## src/rtl/rf_writeback_arbiter.sv

```systemverilog
// Write-side front end of the register file: merges the unstallable ALU result stream
// and buffered memory/load results onto the single rf_we/rf_a3/rf_wd3 write port.
module rf_writeback_arbiter #(
   parameter int DATA_W       = 32,
   parameter int ADDR_W       = 5,
   parameter int DEPTH        = 2,
   parameter int STARVE_LIMIT = 4
) (
   input  logic                     clk,
   input  logic                     rst,
   input  logic                     alu_valid,
   input  logic [ADDR_W-1:0]        alu_rd,
   input  logic [DATA_W-1:0]        alu_wd,
   input  logic                     mem_valid,
   output logic                     mem_ready,
   input  logic [ADDR_W-1:0]        mem_rd,
   input  logic [DATA_W-1:0]        mem_wd,
   output logic                     rf_we,
   output logic [ADDR_W-1:0]        rf_a3,
   output logic [DATA_W-1:0]        rf_wd3,
   output logic                     alu_stall,
   output logic [$clog2(DEPTH):0]   fifo_count,
   output logic                     err_drop
);
   localparam int PW = $clog2(DEPTH);
   localparam int CW = $clog2(DEPTH) + 1;
   localparam int SW = $clog2(STARVE_LIMIT + 1);
   localparam logic [CW-1:0] DEPTH_C = CW'(DEPTH);
   localparam logic [SW-1:0] LIMIT_C = SW'(STARVE_LIMIT);

   logic [ADDR_W-1:0] fifo_rd_q [DEPTH];
   logic [ADDR_W-1:0] fifo_rd_d [DEPTH];
   logic [DATA_W-1:0] fifo_wd_q [DEPTH];
   logic [DATA_W-1:0] fifo_wd_d [DEPTH];
   logic [PW-1:0]     wr_ptr_q, wr_ptr_d, rd_ptr_q, rd_ptr_d;
   logic [CW-1:0]     count_q, count_d;
   logic [SW-1:0]     starve_q, starve_d;
   logic              stall_q, stall_d;
   logic              err_q, err_d;
   logic              we_q, we_d;
   logic [ADDR_W-1:0] a3_q, a3_d;
   logic [DATA_W-1:0] wd3_q, wd3_d;

   logic              fifo_ne, mem_xfer, enq, deq;
   logic              grant_fifo, grant_alu, grant_byp, grant_any;
   logic [ADDR_W-1:0] sel_rd;
   logic [DATA_W-1:0] sel_wd;

   // Memory handshake: a result moves when mem_valid and mem_ready are both high at a
   // posedge; the producer holds mem_valid/mem_rd/mem_wd stable until that happens.
   assign mem_ready = !rst && (count_q < DEPTH_C);
   assign mem_xfer  = mem_valid && mem_ready;
   assign fifo_ne   = (count_q != '0);

   always_comb begin
      grant_fifo = 1'b0;
      grant_alu  = 1'b0;
      grant_byp  = 1'b0;
      // A stalled cycle always has a buffered entry, so the ALU can never win it.
      if (stall_q && fifo_ne)          grant_fifo = 1'b1;
      else if (alu_valid && !stall_q)  grant_alu  = 1'b1;
      else if (fifo_ne)                grant_fifo = 1'b1;
      else if (mem_xfer)               grant_byp  = 1'b1;
      grant_any = grant_fifo || grant_alu || grant_byp;
      enq = mem_xfer && !grant_byp;
      deq = grant_fifo;

      sel_rd = mem_rd;
      sel_wd = mem_wd;
      if (grant_fifo) begin
         sel_rd = fifo_rd_q[rd_ptr_q];
         sel_wd = fifo_wd_q[rd_ptr_q];
      end else if (grant_alu) begin
         sel_rd = alu_rd;
         sel_wd = alu_wd;
      end
   end

   always_comb begin
      fifo_rd_d = fifo_rd_q;
      fifo_wd_d = fifo_wd_q;
      wr_ptr_d  = wr_ptr_q;
      rd_ptr_d  = rd_ptr_q;
      count_d   = count_q;
      if (enq) begin
         fifo_rd_d[wr_ptr_q] = mem_rd;
         fifo_wd_d[wr_ptr_q] = mem_wd;
         wr_ptr_d = wr_ptr_q + PW'(1);
      end
      if (deq) rd_ptr_d = rd_ptr_q + PW'(1);
      case ({enq, deq})
         2'b10:   count_d = count_q + CW'(1);
         2'b01:   count_d = count_q - CW'(1);
         default: count_d = count_q;
      endcase

      starve_d = starve_q;
      if (!fifo_ne || deq)          starve_d = '0;
      else if (starve_q != LIMIT_C) starve_d = starve_q + SW'(1);
      stall_d = (starve_d == LIMIT_C);
      err_d   = err_q || (alu_valid && stall_q);

      we_d  = grant_any && (sel_rd != '0);
      a3_d  = grant_any ? sel_rd : a3_q;
      wd3_d = grant_any ? sel_wd : wd3_q;
   end

   always_ff @(posedge clk) begin
      if (rst) begin
         for (int i = 0; i < DEPTH; i++) begin
            fifo_rd_q[i] <= '0;
            fifo_wd_q[i] <= '0;
         end
         wr_ptr_q <= '0;
         rd_ptr_q <= '0;
         count_q  <= '0;
         starve_q <= '0;
         stall_q  <= 1'b0;
         err_q    <= 1'b0;
         we_q     <= 1'b0;
         a3_q     <= '0;
         wd3_q    <= '0;
      end else begin
         fifo_rd_q <= fifo_rd_d;
         fifo_wd_q <= fifo_wd_d;
         wr_ptr_q  <= wr_ptr_d;
         rd_ptr_q  <= rd_ptr_d;
         count_q   <= count_d;
         starve_q  <= starve_d;
         stall_q   <= stall_d;
         err_q     <= err_d;
         we_q      <= we_d;
         a3_q      <= a3_d;
         wd3_q     <= wd3_d;
      end
   end

   assign rf_we      = we_q;
   assign rf_a3      = a3_q;
   assign rf_wd3     = wd3_q;
   assign alu_stall  = stall_q;
   assign fifo_count = count_q;
   assign err_drop   = err_q;
endmodule

```

## config.mk

```make
export PLATFORM = sky130hd
export DESIGN_NAME = rf_writeback_arbiter
export DESIGN_NICKNAME = d
export VERILOG_FILES = /design/src/rtl/rf_writeback_arbiter.sv
export SDC_FILE = /design/constraint.sdc
export NUM_CORES = 1
export LEC_CHECK = 0
export BUFFER_PORTS_ARGS = -buffer_cell sky130_fd_sc_hd__clkbuf_2
export CAP_MARGIN = 5
export CORE_UTILIZATION = 25
export CTS_CLUSTER_SIZE = 8
export DETAILED_ROUTE_END_ITERATION = 6
export GPL_TIMING_DRIVEN = 0
export MAX_ROUTING_LAYER = met4
export PLACE_DENSITY = 0.43
export REMOVE_ABC_BUFFERS = 1
export SYNTH_ARGS = -nofsm -noshare
export SYNTH_HDL_FRONTEND = slang
export SYNTH_SLANG_ARGS = --single-unit
```

## constraint.sdc

```tcl
create_clock -name clk -period 2.6 [get_ports clk]
set_input_delay 0.26 -clock clk [delete_from_list [all_inputs] [get_ports clk]]
set_output_delay 0.26 -clock clk [all_outputs]
set_load 0.005 [all_outputs]
```

## Word level (Yosys, flattened, before mapping)

Cells that the tools add are included.

| word-level totals | value |
|---|---|
| bits in registers | 121 |
| input bits | 78 |
| output and inout bits | 43 |

| operators by class | value |
|---|---|
| add/subtract/negate cells | 5 |
| order comparisons | 4 |
| equal/unequal tests | 4 |
| mux-type cells | 28 |
| bitwise logic cells | 2 |
| reduce and logical (&&, ||, !) cells | 19 |

Operators by type and width:

| kind | count |
|---|---|
| $mux W32 | 6 |
| $bwmux W64 | 1 |
| $demux W32 S1 | 1 |
| $mux W5 | 6 |
| $bwmux W10 | 1 |
| $mux W1 | 9 |
| $logic_and A1 B1 Y1 | 8 |
| $mux W3 | 2 |
| $demux W5 S1 | 1 |
| $reduce_bool A5 Y1 | 1 |
| $ge A2 B2 Y1 const B | 2 |
| $logic_not A1 Y1 | 4 |
| $logic_or A1 B1 Y1 | 4 |
| $not A1 Y2 | 2 |
| $pmux W2 S2 | 1 |
| $reduce_bool A2 Y1 | 2 |
| $add A3 B1 Y3 const B | 1 |
| $eq A3 B3 Y1 const B | 1 |
| $ne A3 B3 Y1 const B | 1 |
| $add A1 B1 Y1 const B | 2 |
| $add A2 B1 Y2 const B | 1 |
| $eq A2 B1 Y1 const B | 1 |
| $eq A2 B2 Y1 const B | 1 |
| $lt A2 B1 Y1 const B | 1 |
| other kinds (2) | 2 |

## Logic depth before layout (Yosys ltp)

Gate-level depths: netlist (run 1).

| depth | value |
|---|---|
| word-level depth | 11 |
| depth in mapped cells | 10 |

## Worst setup path after synthesis (run 1)

OpenSTA, ideal clock, no wires.

| timing path | value |
|---|---|
| path kind | reg2reg |
| start point | register count_q[0] (netlist: fifo_count[0]) |
| end point | register count_q[1] (netlist: fifo_count[1]) |
| data arrival time | 2000 ps |
| data required time | 2530 ps |
| path slack | 530 ps |
| cell stages (with the launch flop) | 10 |
| clock period less this slack | 2070 ps |
| path through | dfxtp_1 buf_6 or2_1 buf_2 buf_6 buf_2 nor2b_1 ha_1 or3_1 a21oi_1 |

| on the way | value |
|---|---|
| word-level cells in the longest chain between the ends | 11 |
| elaborated cells between the ends (all ways) | 20 |
| classes of those cells | add/sub: 2; order compare: 1; eq/ne: 2; mux: 8; reduce/logical: 7 |

RTL lines:

| what | RTL line | source |
|---|---|---|
| start, declared | 36 | `logic [CW-1:0] count_q, count_d;` |
| start signal, assigned | 128 | `count_q <= count_d;` |
| $lt A2 B2 Y1 | 51 | `assign mem_ready = !rst && (count_q < DEPTH_C);` |
| $logic_and A1 B1 Y1 | 51 |  |
| $logic_and A1 B1 Y1 | 52 | `assign mem_xfer = mem_valid && mem_ready;` |
| $mux W1 | 63 | `else if (mem_xfer) grant_byp = 1'b1;` |
| $mux W1 | 62 | `else if (fifo_ne) grant_fifo = 1'b1;` |
| $mux W1 | 61 | `else if (alu_valid && !stall_q) grant_alu = 1'b1;` |
| $mux W1 | 60 | `if (stall_q && fifo_ne) grant_fifo = 1'b1;` |
| $logic_not A1 Y1 | 65 | `enq = mem_xfer && !grant_byp;` |
| $logic_and A1 B1 Y1 | 65 |  |
| $eq A2 B1 Y1 or $eq A2 B2 Y1 (tied branches) | 91 | `case ({enq, deq})` |
| $pmux W2 S2 or $reduce_bool A2 Y1 (tied branches) | - |  |

Parallel ways exist; a longest one is shown, timed or not.
A chain may end at the register's enable or synchronous reset.

## Worst setup path after layout (run 1)

Ends and elaborated chain as after synthesis.

==> impl_results.md, run 1 <==
* Status: complete, no violations
* Hold Startpoint: mem_wd[7]
* Crit path arrival time at 2.68 ns
* Count leader, synth: nand2_1
* Levels on crit path at 5
* Sum of buffers and inverters on the critical path at 0
* GRT Util Overall at 0.149
* Core area at 21000 um^2
* Synth Instances at 673
* Non-Filler Instances at 1048
* Slew Limit Fails at 0
* Final hold violations at 0
* Post-synth cell types at 31
* First-pass GRT wire length at 24500 um
* Final routed DRC violation total at 0
* Sequential share of power at 0.382
* Worst slew margin at 0.365
* Die Y at 149 um
* Leading area contributor after synthesis: dfxtp_1
* Synth top area share at 0.451
* Critical Path Source: fifo_count[0]$_SDFFE_PP0P_
* Ports at 121
* Area of the multi-input gates at 2670 um^2
* Number of diodes at 0
* CP Launch Type: flop
* Die W at 149 um
* Final WL at 15900 um
* Synthesis warning total at 0
* Worst-Skew Late Latency at 0.41 ns
* Synthesized cell area at 5370 um^2
* GRT met3 Usage at 0.0331
* Worst vdd ir at 0.568 mV
* CTS Buffer Depth at 2
* Combinational Power Share at 0.260
* Antenna violations before repair at 0
* Final hold slack at 0.0981 ns
* Clk pwr share at 0.359
* Worst R2R Setup Slack at 0.25 ns
* Routed wire length per instance at 15.2 um
* Starting DRT DRC Count at 213
* Cell Pwr Density at 863 nW/um^2
* Crit path capture: fifo_count[1]$_SDFFE_PP0P_
* Pint at 3.94 mW
* Reg2Reg Depth at 5
* RR Startpoint: fifo_count[0]$_SDFFE_PP0P_
* Cells after DPL at 1018
* Ys async rst share at 0
* Commonest cells post-synth: nand2_1 (153), dfxtp_1 (121), a21oi_1 (83)
* Routed via count at 4853
* Clock root buffer: clkbuf_16
* GRT busiest layer: met2
* CTS sink cnt at 121
* Ranking of synthesized cells by area: dfxtp_1 (45%), nand2_1 (11%), a211oi_1 (9.7%)
* Post-CTS Setup Inserts at 0
* Crit-path cells: or2_4 > nor2b_1 > ha_1 > or3_1 > a21oi_1
* Port Buffer Count at 120
* Achievable Freq at 426 MHz
* Switching power at 1.88 mW
* Element type at the critical path end: flop
* GR Util met1 at 0.186
* #FFs+latches synth at 121
* Layout cell share with drive strength beyond 1 at 0.213
* DIE AREA at 22100 um^2
* CTS clk-pin slew, worst paths at 0.06 ns
* Fill count at 2262
* Avg Vias per Cell at 4.63
* Area Growth Syn to Fin at 25.6%
* Post-synth EDFFs at 0
* Sw frac at 0.323
* # nets final at 844
* GRT met2 Usage at 0.237
* Worst-margin pin slew at 0.952 ns
* Number of global-route vias before repair at 4684
* Delay-heaviest family, CP: simple AND/OR/NAND/NOR gates
* TritonCTS clock tree: yes
* Max_cap viols at 0
* Remaining global-route overflow at 0
* Slowest CP cell: dfxtp_1
* Mean post-synth cell area at 7.97 um^2
* Largest net degree at the start of global routing at 121
* Initial Util at 0.255
* GP Congestion at 0.662
* RSZ-0062 raised after global routing: no
* FP Rows at 53
* Cts repair resizes at 0
* Num CTS Buffers at 17
* Crit Path Category: flop to flop
* Crit path largest cell delay at 0.62 ns
* Crit path max fanout at 38
* Reg area at 2420 um^2
* Cts hold-fix bufs at 0
* Sequential share of the synthesized area at 0.451
* Post-synth top flop: dfxtp_1
* R2R Path End: fifo_count[1]$_SDFFE_PP0P_
* Leakage at 2.48 nW
* Worst Path Required at 2.93 ns
* Worst Skew at 0.0111 ns
* Final Cycle Share at 0.904
* Hold Path Class: input port to flop
* Share of the core filled with cells at 0.321
* Final Setup Violations at 0
* Detail Placement HPWL at 9220 um
* H-tree Lvls at 4
* Initial DRT Pass Iterations at 4
* Final ANT Viol Nets at 0
* Final min period at 2.35 ns
[final cells by class]
class                           instances  share of cell area
Multi-Input combinational cell        491               0.396
Clock buffer                           25              0.0720
Sequential cell                       121               0.360
Clock inverter                          4             0.00297
Timing Repair Buffer                  128               0.116
Inverter                                4             0.00223
Tap cell                              275              0.0510
[sequential cells by signal, summed over array words and instances, names as in the netlist]
| name | count |
|---|---|
| fifo_rd_q | 10 |
| rf_wd3 | 32 |
| fifo_count | 2 |
| fifo_wd_q | 64 |
| err_drop | 1 |
| rf_a3 | 5 |
| rd_ptr_q | 1 |
| alu_stall | 1 |
| starve_q | 3 |
| rf_we | 1 |
| wr_ptr_q | 1 |
[cells in the final DEF, fill, tap and decap left out, drive strengths merged]
cell type and instances:
a221oi 2, buf 8, or3 2, a311oi 1, mux2i 40, o21ai 1
xor2 1, nor3b 1, nor2 80, clkbuf 145, or2 3, a21oi 83
a21o 1, xnor2 2, nand3b 1, and2 1, a211oi 71, dfxtp 121
nor3 39, inv 4, clkinv 4, nor2b 3, ha 3, nand2b 2
nand2 153, o211ai 1
[layer usage]
layer	part of all wire	wire [um]
met1	0.48	7580
met2	0.46	7380
met3	0.049	773
met4	0.0093	148
met5	0	0
[worst min path at each step]
stage | end | slack, ns | depth (start not counted)
finish | fifo_wd_q[7]$_SDFFE_PP0P_ | 0.1 | 3
global route | fifo_wd_q[2]$_SDFFE_PP0P_ | 0.09 | 3
CTS | fifo_wd_q[7]$_SDFFE_PP0P_ | 0.07 | 3
detailed placement | fifo_wd_q[59]$_SDFFE_PP0P_ | 0.45 | 2
global placement | fifo_wd_q[62]$_SDFFE_PP0P_ | 0.44 | 2
floorplan | fifo_count[1]$_SDFFE_PP0P_ | 0.33 | 1
[power by group through the flow]
| stage | logic, mW | registers [mW] | clock network [mW] |
|---|---|---|---|
| floorplan | 0.861 | 2.26 | 0 |
| global placement | 1.67 | 2.37 | 0 |
| detailed placement | 1.50 | 2.26 | 0 |
| CTS | 1.50 | 2.22 | 2.16 |
| global route | 1.70 | 2.25 | 2.24 |
| finish | 1.51 | 2.22 | 2.09 |
[metrics by stage]
stage / instance area, um^2 / worst slack [ns] / total power, mW / TNS (ns)
floorplan: 5070 / -2.05 / 3.13 / -238.52
global route: 6740 / 0.0561 / 6.19 / 0
CTS: 6730 / 0.0368 / 5.88 / 0
finish: 6740 / 0.250 / 5.82 / 0
global placement: 6010 / -6.13 / 4.05 / -638.69
detailed placement: 6230 / -0.0696 / 3.75 / -1.81
[worst register-to-register path, cell delays in order (launching register included)]
cell	delay, ns
dfxtp_1	0.62
or2_4	0.59
nor2b_1	0.27
ha_1	0.29
or3_1	0.37
a21oi_1	0.13
[cells by family (layout without fill, tap and decap cells)]
group           Yosys count  in the layout  share of synthesized area
fa+ha+maj                 3              3                    0.00700
xor+xnor                  3              3                    0.00490
buf+inv                  62            161                     0.0583
mux                      40             40                     0.0746
compound gates          160            160                      0.188
flops                   121            121                      0.451
simple gates            284            285                      0.216
Power figures use the tool's default switching activity.
==> run 2, diff against run 1 <==
--- a/config.mk
+++ b/config.mk
@@ -13,7 +13,7 @@
 export GPL_TIMING_DRIVEN = 0
 export MAX_ROUTING_LAYER = met4
 export PLACE_DENSITY = 0.43
-export REMOVE_ABC_BUFFERS = 1
+export SKIP_LAST_GASP = 1
 export SYNTH_ARGS = -nofsm -noshare
 export SYNTH_HDL_FRONTEND = slang
 export SYNTH_SLANG_ARGS = --single-unit
==> constraint.sdc (replaced) <==
create_clock -name clk -period 2.6 [get_ports clk]
set_input_delay 0.26 -clock clk [delete_from_list [all_inputs] [get_ports clk]]
set_output_delay 0.26 -clock clk [all_outputs]
set_load 0.02 [all_outputs]
==> run 2 against run 1 <==
  * Setup slack got worse by 0.034 ns
  * First-iteration DRC count increased by 17%
  * Core utilization increased by 0.84 points
  * Clock-buffer cell count decreased by 2
  * Routed wire length increased by 15%
  * Critical path type unchanged
  * Global-route usage increased by 3.1 points
==> impl_results.md, run 2 (synthesis gave the netlist of run 1 again) <==
* Status: complete, no violations
* Final routed DRC violation total at 0 (unchanged)
* Clock root buffer: clkbuf_16
* Num CTS Buffers at 17 (unchanged)
* Number of global-route vias before repair at 5147 (+9.9%)
* Avg Vias per Cell at 4.61 (-0.36%)
* Worst Path Required at 2.94 ns (about the same)
* Hold Path Class: input port to flop
* Routed via count at 5071 (+4.5%)
* Initial DRT Pass Iterations at 5 (+1)
* Area of the multi-input gates at 2630 um^2 (-1.4%)
* Worst-margin pin slew at 0.680 ns (-0.272 ns)
* Setup TNS at 0 ns (unchanged)
* DIE AREA at 22100 um^2 (unchanged)
* GP Congestion at 0.742 (+12%)
* Remaining global-route overflow at 0 (unchanged)
* Final Setup Violations at 0 (unchanged)
* Slew Limit Fails at 0 (unchanged)
* # nets final at 893 (+5.8%)
* CTS clk-pin slew, worst paths at 0.05 ns (about the same)
* Crit path arrival time at 2.72 ns (+0.04 ns)
* Area Growth Syn to Fin at 28.9%
* Final ANT Viol Nets at 0 (unchanged)
* First-pass GRT wire length at 28800 um (+18%)
* Largest Register: fifo_wd_q
* Total power at 6.42 mW (+10%)
* Crit path max fanout at 10 (-74%)
* Sequential share of power at 0.336 (-0.046)
* Final Cycle Share at 0.917 (+0.0131)
* Layout cell share with drive strength beyond 1 at 0.232 (+0.0183)
* Port Buffer Count at 120 (unchanged)
* Antenna violations before repair at 0 (unchanged)
* Crit path largest cell delay at 0.53 ns (-0.09 ns)
* Achievable Freq at 420 MHz (-1.4%)
* Synthesized Nets at 754
* H-tree Lvls at 4 (unchanged)
* Met2 Routed Length at 8500 um (+15%)
* Slowest CP cell: dfxtp_1
* Final hold violations at 0 (unchanged)
* Combinational Power Share at 0.284 (+0.024)
* Commonest non-fill, non-tap cell in the layout: nand2_1
* Routed wire length per instance at 16.6 um (+9.7%)
* Detail Placement HPWL at 12600 um (+37%)
* Reg area at 2420 um^2 (about the same)
* Crit Path Category: flop to flop
* Initial Util at 0.255 (unchanged)
* Cts repair resizes at 0 (unchanged)
* Cts hold-fix bufs at 0 (unchanged)
* Die Y at 149 um (unchanged)
* Largest net degree at the start of global routing at 17 (-86%)
* Ports at 121 (unchanged)
* Sw frac at 0.331 (+0.00859)
* Final WL at 18300 um (+15%)
* Core area at 21000 um^2 (unchanged)
* Max_cap viols at 0 (unchanged)
* CTS Buffer Depth at 2 (unchanged)
* Number of diodes at 0 (unchanged)
* Leakage at 2.62 nW (+5.6%)
* Pint at 4.29 mW (+9.0%)
* Cell Pwr Density at 928 nW/um^2 (+7.5%)
* RSZ-0062 raised after global routing: no
* Most used cell, CP: buf_2
* Clk pwr share at 0.380 (+0.021)
* Crit-path cells: or2_1 > buf_2 > buf_6 > buf_2 > nor2b_1 > ha_1 > or3_1 > a21oi_1
* Max Used Layer: met4
* Die W at 149 um (unchanged)
* Worst-Skew Late Latency at 0.42 ns (about the same)
* CP Launch Type: flop
* Final min period at 2.38 ns (+0.0340 ns)
* Worst vdd ir at 0.355 mV (-38%)
* Fill count at 2302 (+1.8%)
* Worst slew margin at 0.547 (+0.181)
* Starting DRT DRC Count at 250 (+17%)
* Switching power at 2.13 mW (+13%)
* Most frequent cells in the layout: nand2_1 (153), dfxtp_1 (121), clkbuf_2 (120), a21oi_1 (83), nor2_1 (78)
* WL met3 at 730 um (-5.6%)
* FP Rows at 53 (unchanged)
* CTS sink cnt at 121 (unchanged)
* GRT Util Overall at 0.180 (+0.0307)
* Number of flip-flops in the largest register at 64 (unchanged)
* Met1 WL at 8680 um (+15%)
* Worst Skew at 0.00702 ns (-0.00403 ns)
* Post-CTS Setup Inserts at 0 (unchanged)
* TritonCTS clock tree: yes
* Element type at the critical path end: flop
## run 2: changes by cell type in the layout (fill, tap and decap cells not counted), moves of 3 or more
cell / before / now
bufinv_16: 0 / 3
buf_6: 0 / 3
buf_12: 6 / 0
buf_4: 0 / 7
buf_2: 0 / 25
clkbuf_1: 5 / 25
## run 2: final cells by class
class / count / share of cell area
well taps: 275 / 0.0497
repair buffers: 120 / 0.0868
clock buffers: 23 / 0.0705
plain buffers: 58 / 0.0431
clock inverters: 8 / 0.0170
inverters: 4 / 0.00217
multi-input cells: 490 / 0.380
flip-flops and latches: 121 / 0.350
## run 2: critical path: cells and delay by family (launching register included)
kind / cells / cell delay [ns]
AND/OR/NAND/NOR: 3 / 0.79
buffers and inverters: 3 / 0.57
flip-flops: 1 / 0.53
adder cells (fa/ha/maj): 1 / 0.30
AO/OA/AOI/OAI: 1 / 0.13
## run 2: power by group through the flow
| stage | clock network, mW | logic (mW) | registers (mW) |
|---|---|---|---|
| 6_report | 2.44 | 1.82 | 2.16 |
| 5_1_grt | 2.58 | 2.03 | 2.19 |
| 4_1_cts | 2.51 | 1.85 | 2.16 |
| 3_5_place_dp | 0 | 1.84 | 2.20 |
| 3_3_place_gp | 0 | 1.85 | 2.20 |
| 2_1_floorplan | 0 | 1.05 | 2.35 |
## run 2: final timing paths
path / start / to / slack, ns / cells after the start
worst max-delay path: fifo_count[1]$_SDFFE_PP0P_ / fifo_count[1]$_SDFFE_PP0P_ / 0.22 / 8
worst min-delay path: alu_valid / err_drop$_SDFF_PP0_ / 0.1 / 3
worst max register to register: fifo_count[1]$_SDFFE_PP0P_ / fifo_count[1]$_SDFFE_PP0P_ / 0.22 / 8
worst min register to register: fifo_wd_q[36]$_SDFFE_PP0P_ / fifo_wd_q[36]$_SDFFE_PP0P_ / 0.45 / 2
## run 2: layer usage
layer,track usage,vias up
li1,-,2591
met1,0.228,2346
met2,0.282,110
met3,0.0304,24
met4,0.0716,0
met5,-,-
## run 2: stage by stage
step	util	cells	setup slack (ns)	hold slack [ns]	instance area, um^2
floorplan	-	673	0.449	0.396	5370
global placement	0.300	1068	0.214	0.443	6310
detailed placement	0.300	1068	0.234	0.446	6310
CTS	0.329	1099	0.219	0.0721	6920
global route	0.329	1099	0.0688	0.0912	6920
finish	0.329	1099	0.216	0.0967	6920
==> run 3, diff against run 2 <==
--- a/config.mk
+++ b/config.mk
@@ -8,11 +8,12 @@
 export BUFFER_PORTS_ARGS = -buffer_cell sky130_fd_sc_hd__clkbuf_2
 export CAP_MARGIN = 5
 export CORE_UTILIZATION = 25
+export CTS_CLUSTER_DIAMETER = 30
 export CTS_CLUSTER_SIZE = 8
 export DETAILED_ROUTE_END_ITERATION = 6
 export GPL_TIMING_DRIVEN = 0
 export MAX_ROUTING_LAYER = met4
-export PLACE_DENSITY = 0.43
+export PLACE_DENSITY = 0.45
 export SKIP_LAST_GASP = 1
 export SYNTH_ARGS = -nofsm -noshare
 export SYNTH_HDL_FRONTEND = slang
==> constraint.sdc (replaced) <==
create_clock -name clk -period 1.9 [get_ports clk]
set_input_delay 0.19 -clock clk [delete_from_list [all_inputs] [get_ports clk]]
set_output_delay 0.19 -clock clk [all_outputs]
set_load 0.02 [all_outputs]
==> run 3 against run 2 <==
  * Non-clock buffer count rose by 5
  * Cell count rose by 0.55%
  * Combinational power rose by 49%
  * Via count rose by 1.1%
==> impl_results.md, run 3 (synthesis gave the netlist of run 1 again) <==
* Leakage at 2.70 nW (+3.0%)
* Pint at 5.95 mW (+39%)
* Initial DRT Pass Iterations at 4 (-1)
* Clock root buffer: clkbuf_16
* Hold Path Class: input port to flop
* Final routed DRC violation total at 0 (unchanged)
* Crit path max fanout at 6 (-4)
* Cts hold-fix bufs at 0 (unchanged)
* Remaining global-route overflow at 0 (unchanged)
* Switching power at 2.99 mW (+41%)
* Synthesized Nets at 754 (unchanged)
* CP Launch Type: flop
* CTS sink cnt at 121 (unchanged)
* Sum of buffers and inverters on the critical path at 2 (-1)
* Most frequent cells in the layout: nand2_1 (153), clkbuf_2 (127), dfxtp_1 (119), a21oi_1 (83), nor2_1 (78)
* Largest Register: fifo_wd_q
* Detail Placement HPWL at 12900 um (+2.2%)
* Layout cell share with drive strength beyond 1 at 0.257 (+0.0248)
* Clk pwr share at 0.365 (-0.015)
* Element type at the critical path end: flop
* Final min period at 1.84 ns (-0.539 ns)
* Final Cycle Share at 0.971 (+0.0541)
* Worst-Skew Late Latency at 0.43 ns (about the same)
* Crit path arrival time at 2.19 ns (-0.53 ns)
* Number of flip-flops in the largest register at 64 (unchanged)
* Crit Path Category: flop to flop
* Worst Path Required at 2.24 ns (-0.70 ns)
* Setup slack at placement at -0.268 ns (-0.502 ns)
* Slowest CP cell: dfxtp_4
* Ports at 121 (unchanged)
* Largest net degree at the start of global routing at 17 (unchanged)
* Antenna violations before repair at 0 (unchanged)
* Sequential share of power at 0.333 (-0.003)
* DIE AREA at 22100 um^2 (unchanged)
* First-pass GRT wire length at 28200 um (-2.2%)
* TritonCTS clock tree: yes
* Non-Filler Instances at 1105 (+0.55%)
* Port Buffer Count at 120 (unchanged)
* Final Setup Violations at 0 (unchanged)
* Crit-path cells: or2_4 > buf_8 > buf_12 > nor2b_4 > ha_4 > xnor2_2 > or3_1 > a21oi_1
* H-tree Lvls at 4 (unchanged)
* GP Congestion at 0.751 (+1.1%)
* CTS Buffer Depth at 2 (unchanged)
* FP Rows at 53 (unchanged)
* Placed inst area at 6330 um^2 (+0.34%)
* Post-route setup slack at 0.0553 ns (-0.161 ns)
* Met2 Routed Length at 8580 um (+0.88%)
* Avg Vias per Cell at 4.64 (+0.52%)
* Sw frac at 0.334 (+0.00330)
* Status: complete, no violations
* Worst slew margin at 0.523 (-0.0238)
* Share of the core filled with cells at 0.336 (+0.00726)
* Starting DRT DRC Count at 270 (+8.0%)
* Core area at 21000 um^2 (unchanged)
* Worst-margin pin slew at 0.716 ns (+0.0358 ns)
* RSZ-0062 raised after global routing: yes
* Combinational Power Share at 0.303 (+0.019)
* Worst Skew at 0.0136 ns (+0.00661 ns)
* Final ANT Viol Nets at 0 (unchanged)
* Met1 WL at 8590 um (-1.0%)
* Number of diodes at 0 (unchanged)
* Initial Util at 0.255 (unchanged)
* Final instance area at 7070 um^2 (+2.2%)
* Slew Limit Fails at 0 (unchanged)
* Fill count at 2247 (-2.4%)
* Worst vdd ir at 0.504 mV (+42%)
* Area Growth Syn to Fin at 31.7%
* Max_cap viols at 0 (unchanged)
* Num CTS Buffers at 17 (unchanged)
* Number of global-route vias before repair at 5041 (-2.1%)
* Delay-heaviest family, CP: simple AND/OR/NAND/NOR gates
* WL met3 at 821 um (+12%)
* Final hold violations at 0 (unchanged)
* Achievable Freq at 542 MHz (+29%)
* Die W at 149 um (unchanged)
* Crit path largest cell delay at 0.37 ns (-0.16 ns)
* Commonest non-fill, non-tap cell in the layout: nand2_1
* # nets final at 898 (+0.56%)
* CTS clk-pin slew, worst paths at 0.06 ns (about the same)
* GRT Util Overall at 0.176 (-0.00370)
* Cell Pwr Density at 1260 nW/um^2 (+36%)
* Final WL at 18200 um (-0.33%)
* Cells after DPL at 1068 (unchanged)
* Routed via count at 5125 (+1.1%)
* Die Y at 149 um (unchanged)
* Max Used Layer: met4
* Routed wire length per instance at 16.5 um (-0.87%)
[run 3: worst min-delay path: cells and delay by family]
kind	cells	cell delay [ns]
buffers and inverters	1	0.08
AND/OR/NAND/NOR	1	0.07
AO/OA/AOI/OAI	1	0.06
[run 3: power groups by stage]
stage	combinational, mW	clock [mW]	sequential, mW
after floorplan	1.47	0	3.23
after global placement	2.53	0	3.02
after detailed placement	2.55	0	3.02
after CTS	2.60	3.32	2.99
after global routing	2.96	3.45	3.01
final	2.71	3.26	2.97
[run 3: repair_timing]
action / in CTS / in global routing
buffers inserted: 1 / 7
resized for setup: 12 / 22
pin swaps: 2 / 3
endpoints found under the setup margin: 98 / 86
cloned: 0 / 0
[run 3: per-stage QoR]
stage / power, mW / TNS, ns / hold slack [ns]
2_1_floorplan: 4.70 / -0.114 / 0.326
3_3_place_gp: 5.55 / -11.55 / 0.440
3_5_place_dp: 5.57 / -12.06 / 0.446
4_1_cts: 8.90 / -0.210 / 0.00261
5_1_grt: 9.42 / -0.171 / 0.00969
6_report: 8.94 / 0 / 0.0101
[run 3: path summary, 6_finish.rpt]
path	depth (start not counted)	to	start	slack, ns
setup / recovery	8	fifo_count[1]$_SDFFE_PP0P_	fifo_count[0]$_SDFFE_PP0P_	0.06
hold / removal	3	err_drop$_SDFF_PP0_	alu_valid	0.01
setup reg to reg	8	fifo_count[1]$_SDFFE_PP0P_	fifo_count[0]$_SDFFE_PP0P_	0.06
hold reg to reg	2	fifo_wd_q[42]$_SDFFE_PP0P_	fifo_wd_q[42]$_SDFFE_PP0P_	0.45
[run 3: final cells by class]
class,instances,area (um^2),share of cell area
Multi-Input combinational cell,490,2700,0.382
Sequential cell,121,2430,0.344
Timing Repair Buffer,128,661,0.0935
Clock buffer,24,503,0.0712
Tap cell,275,344,0.0487
Buffer,55,325,0.0460
Clock inverter,8,90.1,0.0127
Inverter,4,15.0,0.00212
[run 3: layer usage]
metal / GRT usage / vias to the layer above
met3: 0.0429 / 21
met2: 0.279 / 111
met5: - / -
met1: 0.220 / 2390
met4: 0.0521 / 0
li1: - / 2603
